**src/rtl/line_collector.sv**
```systemverilog
// line_collector: packs DEPTH consecutive bytes from the shifting chain into one word
// with a one-word output holding register. Optional XOR checksum under LINE_COLLECTOR_CHECKSUM_EN.
module line_collector #(
  parameter int WIDTH = 8,
  parameter int DEPTH = 5,
  parameter int CW    = 5
) (
  input  logic                   clk,
  input  logic                   rst,
  input  logic [WIDTH-1:0]       din,
  input  logic                   din_valid,
  output logic                   din_ready,
  input  logic                   flush,
  output logic [WIDTH*DEPTH-1:0] dout,
  output logic                   dout_valid,
  input  logic                   dout_ready,
`ifdef LINE_COLLECTOR_CHECKSUM_EN
  output logic [WIDTH-1:0]       dout_chk,
`endif
  output logic [CW-1:0]          fill_cnt
);

  localparam int AW = WIDTH * DEPTH;

  logic [AW-1:0]    asm_r;
  logic [CW-1:0]    fill_r;
  logic [AW-1:0]    dout_r;
  logic             dout_valid_r;
  logic             full_s;
  logic             accept_s;
  logic             xfer_s;
  logic             consume_s;

  // FULL is decoded from the counter only, so din_ready never depends on dout_ready
  assign full_s    = (fill_r == CW'(DEPTH));
  assign accept_s  = din_valid && !full_s;
  assign xfer_s    = full_s && (!dout_valid_r || dout_ready);
  assign consume_s = dout_valid_r && dout_ready;

  assign din_ready  = !full_s;
  assign dout       = dout_r;
  assign dout_valid = dout_valid_r;
  assign fill_cnt   = fill_r;

  // assembly register, fill counter and output holding register
  always_ff @(posedge clk) begin
    if (rst) begin
      asm_r        <= '0;
      fill_r       <= '0;
      dout_r       <= '0;
      dout_valid_r <= 1'b0;
    end else begin
      if (xfer_s) begin
        dout_r       <= asm_r;
        dout_valid_r <= 1'b1;
        fill_r       <= '0;
      end else if (consume_s) begin
        dout_valid_r <= 1'b0;
      end else begin
        dout_valid_r <= dout_valid_r;
      end

      // flush only acts while filling; a completed word is never discarded
      if (!full_s) begin
        if (flush) begin
          asm_r  <= '0;
          fill_r <= '0;
        end else if (accept_s) begin
          asm_r  <= {asm_r[AW-WIDTH-1:0], din};
          fill_r <= fill_r + {{(CW-1){1'b0}}, 1'b1};
        end else begin
          asm_r  <= asm_r;
        end
      end else begin
        asm_r <= asm_r;
      end
    end
  end

`ifdef LINE_COLLECTOR_CHECKSUM_EN
  logic [WIDTH-1:0] chk_acc_r;
  logic [WIDTH-1:0] dout_chk_r;

  assign dout_chk = dout_chk_r;

  // running XOR of accepted bytes, captured alongside dout on transfer
  always_ff @(posedge clk) begin
    if (rst) begin
      chk_acc_r  <= '0;
      dout_chk_r <= '0;
    end else if (xfer_s) begin
      dout_chk_r <= chk_acc_r;
      chk_acc_r  <= '0;
    end else if (!full_s && flush) begin
      chk_acc_r  <= '0;
    end else if (accept_s) begin
      chk_acc_r  <= chk_acc_r ^ din;
    end else begin
      chk_acc_r  <= chk_acc_r;
    end
  end
`endif

endmodule

```
**config.mk**
```make
export PLATFORM = sky130hd
export DESIGN_NAME = line_collector
export DESIGN_NICKNAME = d
export VERILOG_FILES = /design/src/rtl/line_collector.sv
export SDC_FILE = /design/constraint.sdc
export NUM_CORES = 1
export LEC_CHECK = 0
export BUFFER_PORTS_ARGS = -buffer_cell sky130_fd_sc_hd__buf_2
export CAP_MARGIN = 40
export CORE_AREA = 4 4 95 97
export CTS_CLUSTER_DIAMETER = 120
export CTS_CLUSTER_SIZE = 10
export DETAILED_ROUTE_END_ITERATION = 12
export DIE_AREA = 0 0 99 101
export PLACE_DENSITY = 0.63
export SKIP_LAST_GASP = 1
export SYNTH_ARGS = -nofsm -noshare
export SYNTH_HDL_FRONTEND = slang
export SYNTH_SLANG_ARGS = --single-unit
```
**constraint.sdc**
```tcl
create_clock -name clk -period 3.8 [get_ports clk]
set_input_delay 0.38 -clock clk [delete_from_list [all_inputs] [get_ports clk]]
set_output_delay 0.38 -clock clk [all_outputs]
set_load 0.02 [all_outputs]
```
==> metrics.md <==
| Metric | Value |
|---|---|
| Yosys top cell by area | dfxtp_1 |
| Buf/Inv on CP | 3 |
| Unique masters post-synth | 27 |
| RD Place Congestion | between 0.7 and 0.8 |
| Number of diodes | 0 |
| VDD IR max | around 0.00026 V |
| Area share of and/or/nand/nor cells after synthesis | around 15% |
| Clk_lat worst skew | around 350 ps |
| Achievable Freq | between 0.4 and 0.5 GHz |
| Reg2reg start | fill_cnt[1]$_SDFF_PP0_ |
| Yosys reg bits | 86 |
| CP Cell Sequence | inv_1 > ha_1 > and4bb_4 > inv_4 > buf_2 |
| PnR Total Power | approximately 1.7 mW |
| Max-cap violations | 0 |
| First-pass GRT wire length | 13.38 mm |
| Largest net degree at the start of global routing | 86 |
| Setup Skew | roughly 11 ps |
| Max transition margin | just under 50% |
| Mapped Cells | 400 |
| Drt pass-1 iters | 5 |
| Most common cell in the netlist | dfxtp_1 |
| Iter 0 DRT Violations | 257 |
| Netlist Area Pre-Place | about 3400 um2 |
| Synth Area per Inst | roughly 8.4 um2 |
| Area delta synth->final | 13.94% |
| Vias in the first global route | approximately 2800 |
| CTS sink cnt | 86 |
| Syn_nets | 415 |
| Adder-Cell Fraction of Synth Area | 0.7413% |
| CTS tree | built |
| Outcome | completed |
| Core ar. | about 8000 um2 |
| Initial Util | between 40 and 50% |
| Total grt overflow | 0 |
| Critical Path Source Type | flop |
| CP Class | flop to output port |
| Chip Width | between 90 and 100 um |
| Boundary Pins | 60 |
| Total Neg Setup Slack | 0 ps |
| Type of the tightest min-delay check | primary input to flop |
| Final hold vios | 0 |
| Synth top area share | between 50% and 60% |
| Unrepaired setup endpoints after global routing | no |
| Post-synth ARST share | 0% |
| XOR/XNOR share of the synthesized area | 0.5189% |
| Leakage dissipation | approximately 1.4 nW |
| Syn. warnings | 0 |
| Post-synth EDFFs | 0 |
| Hold Crit Start | din[2] |
| Post-DRT Antenna Nets | 0 |
| Worst-path clk slew | 80 ps |
| Post-CTS Setup Inserts | 0 |
| PD cells | about 450 nW/um2 |
| Initial antenna violation count | 0 |
| Critical Path AT | roughly 2100 ps |
| Die ar. | 9999 um2 |
| Largest family of logic cells by synthesized area | compound AO/OA/AOI/OAI gates |
| Post-CTS sizing | 0 |
| Final net count | around 450 |
| DP HPWL | about 4.8 mm |
| Final Max Slew Viols | 0 |
| Complex-gate fraction of the synthesized area | 24.72% |
| Final Critical Period | between 2000 and 2500 ps |
| Layout cell share with drive strength beyond 1 | ~19% |
| Register area share after synthesis | 51.00% |
| Critical Path RT | roughly 3400 ps |
| Detailed-route DRC error count | 0 |
| Port bufs | 59 |
| Ranking of synthesized cells by area | dfxtp_1 (51%), a21oi_1 (12%), nand3_1 (12%), o21ai_0 (10%), clkbuf_1 (2.3%) |
| Num CTS Buffers | 9 |
| Max incr delay on CP | 530 ps |
| Final setup fails | 0 |
| WL final | roughly 8 mm |
| GRT Total Usage | around 16% |
| Crit-path slowest cell | inv_4 |
| Main synth FF type | dfxtp_1 |
| Top post-synthesis cells by count | dfxtp_1 (86), a21oi_1 (83), nand3_1 (79) |
| Crit end category | output port |
| CP startpoint | fill_cnt[1]$_SDFF_PP0_ |
| Delay-heaviest family, CP | buffers and inverters |
| Max FO, Critical Path | between 80 and 90 |
| Via count | 2974 |
| Via density | around 5.5 |
| Crit share post-route | 64.50% |
| Tightest Pin Transition | around 770 ps |
| Hold Buf Count CTS | 0 |
| H-Tree Depth | 3 |
| Die H | between 100 and 150 um |
| Avg WL per Cell | 14.79 um |
| Clock Path Buffers | 2 |
| CTS Root Cell | clkbuf_8 |
| FP Rows | 33 |
| Mux cell area share after synthesis | 0% |
## worst paths after layout
check	to	slack (ps)	depth (start not counted)
min	asm_r[2]$_SDFFE_PP0P_	280	3
min reg2reg	dout[38]$_SDFFE_PP0P_	470	2
max	din_ready	1350	5
max reg2reg	fill_cnt[1]$_SDFF_PP0_	1850	6
## worst reg2reg max path, cell delays in order (launching register included)
cell and delay (ps):
dfxtp_1 400, inv_1 60, ha_1 170, and4bb_4 210, inv_4 530, nor2_1 200, nor4_1 290
## cell families after synthesis
group                      Yosys count
and+or+nand+nor                     96
adders and majority gates            2
DFF                                 86
AOI/OAI and AO/OA                  166
buffers and inverters               48
xor gates and xnor gates             2
## sequential cells by signal (all words and copies together) (netlist names)
register    cells
asm_r          40
fill_cnt        5
dout_valid      1
dout           40
## routing by layer
layer | up-vias | wire length [um] | share of wire (%) | global-route usage, %
li1 | 1501 | - | - | -
met1 | 1372 | 3632 | 45 | 21.67
met2 | 89 | 3733 | 47 | 25.31
met3 | 12 | 503 | 6.3 | 2.907
met4 | 0 | 118 | 1.5 | 7.038
met5 | - | 0 | 0 | 0
## final cells by class
class	instances	area, um2
tap	105	131.4
clock inverter	4	95.09
timing repair buffer	66	360.3
fill	830	4288
clock buffer	11	141.4
inverter	2	10.01
sequential	86	1722
multi-input combinational	266	1386
## power breakdown
group	total, mW	leakage (nW)	internal [mW]	switching (mW)
clock	0.761	0.119	0.451	0.310
sequential	0.909	0.693	0.905	0.00426
combinational	0.0526	0.562	0.0153	0.0373
## layout by cell type, fill, tap and decap left out, types with 2 or more instances in the layout
cell,netlist,layout
dfxtp_1,86,86
a21oi_1,83,83
nand3_1,79,79
o21ai_0,69,69
buf_2,7,59
o21ai_1,12,12
clkbuf_8,0,10
buf_4,7,6
nor4_1,3,3
nor2_1,4,3
bufinv_16,0,3
nand4_1,2,2
xor2_1,2,2
nor3_1,2,2
ha_1,2,2
## through the flow
stage / setup WS (ps) / utilization (%) / hold WS [ps] / cell area, um2 / instances
floorplan: 2163 / - / 440.3 / 3376 / 400
global placement: 1792 / 44.13 / 454.1 / 3590 / 524
detailed placement: 1736 / 44.38 / 456.1 / 3610 / 525
CTS: 1352 / 47.29 / 276.5 / 3846 / 540
global route: 1260 / 47.29 / 292.5 / 3846 / 540
finish: 1349 / 47.29 / 284.4 / 3846 / 540
Power figures use the tool's default switching activity.
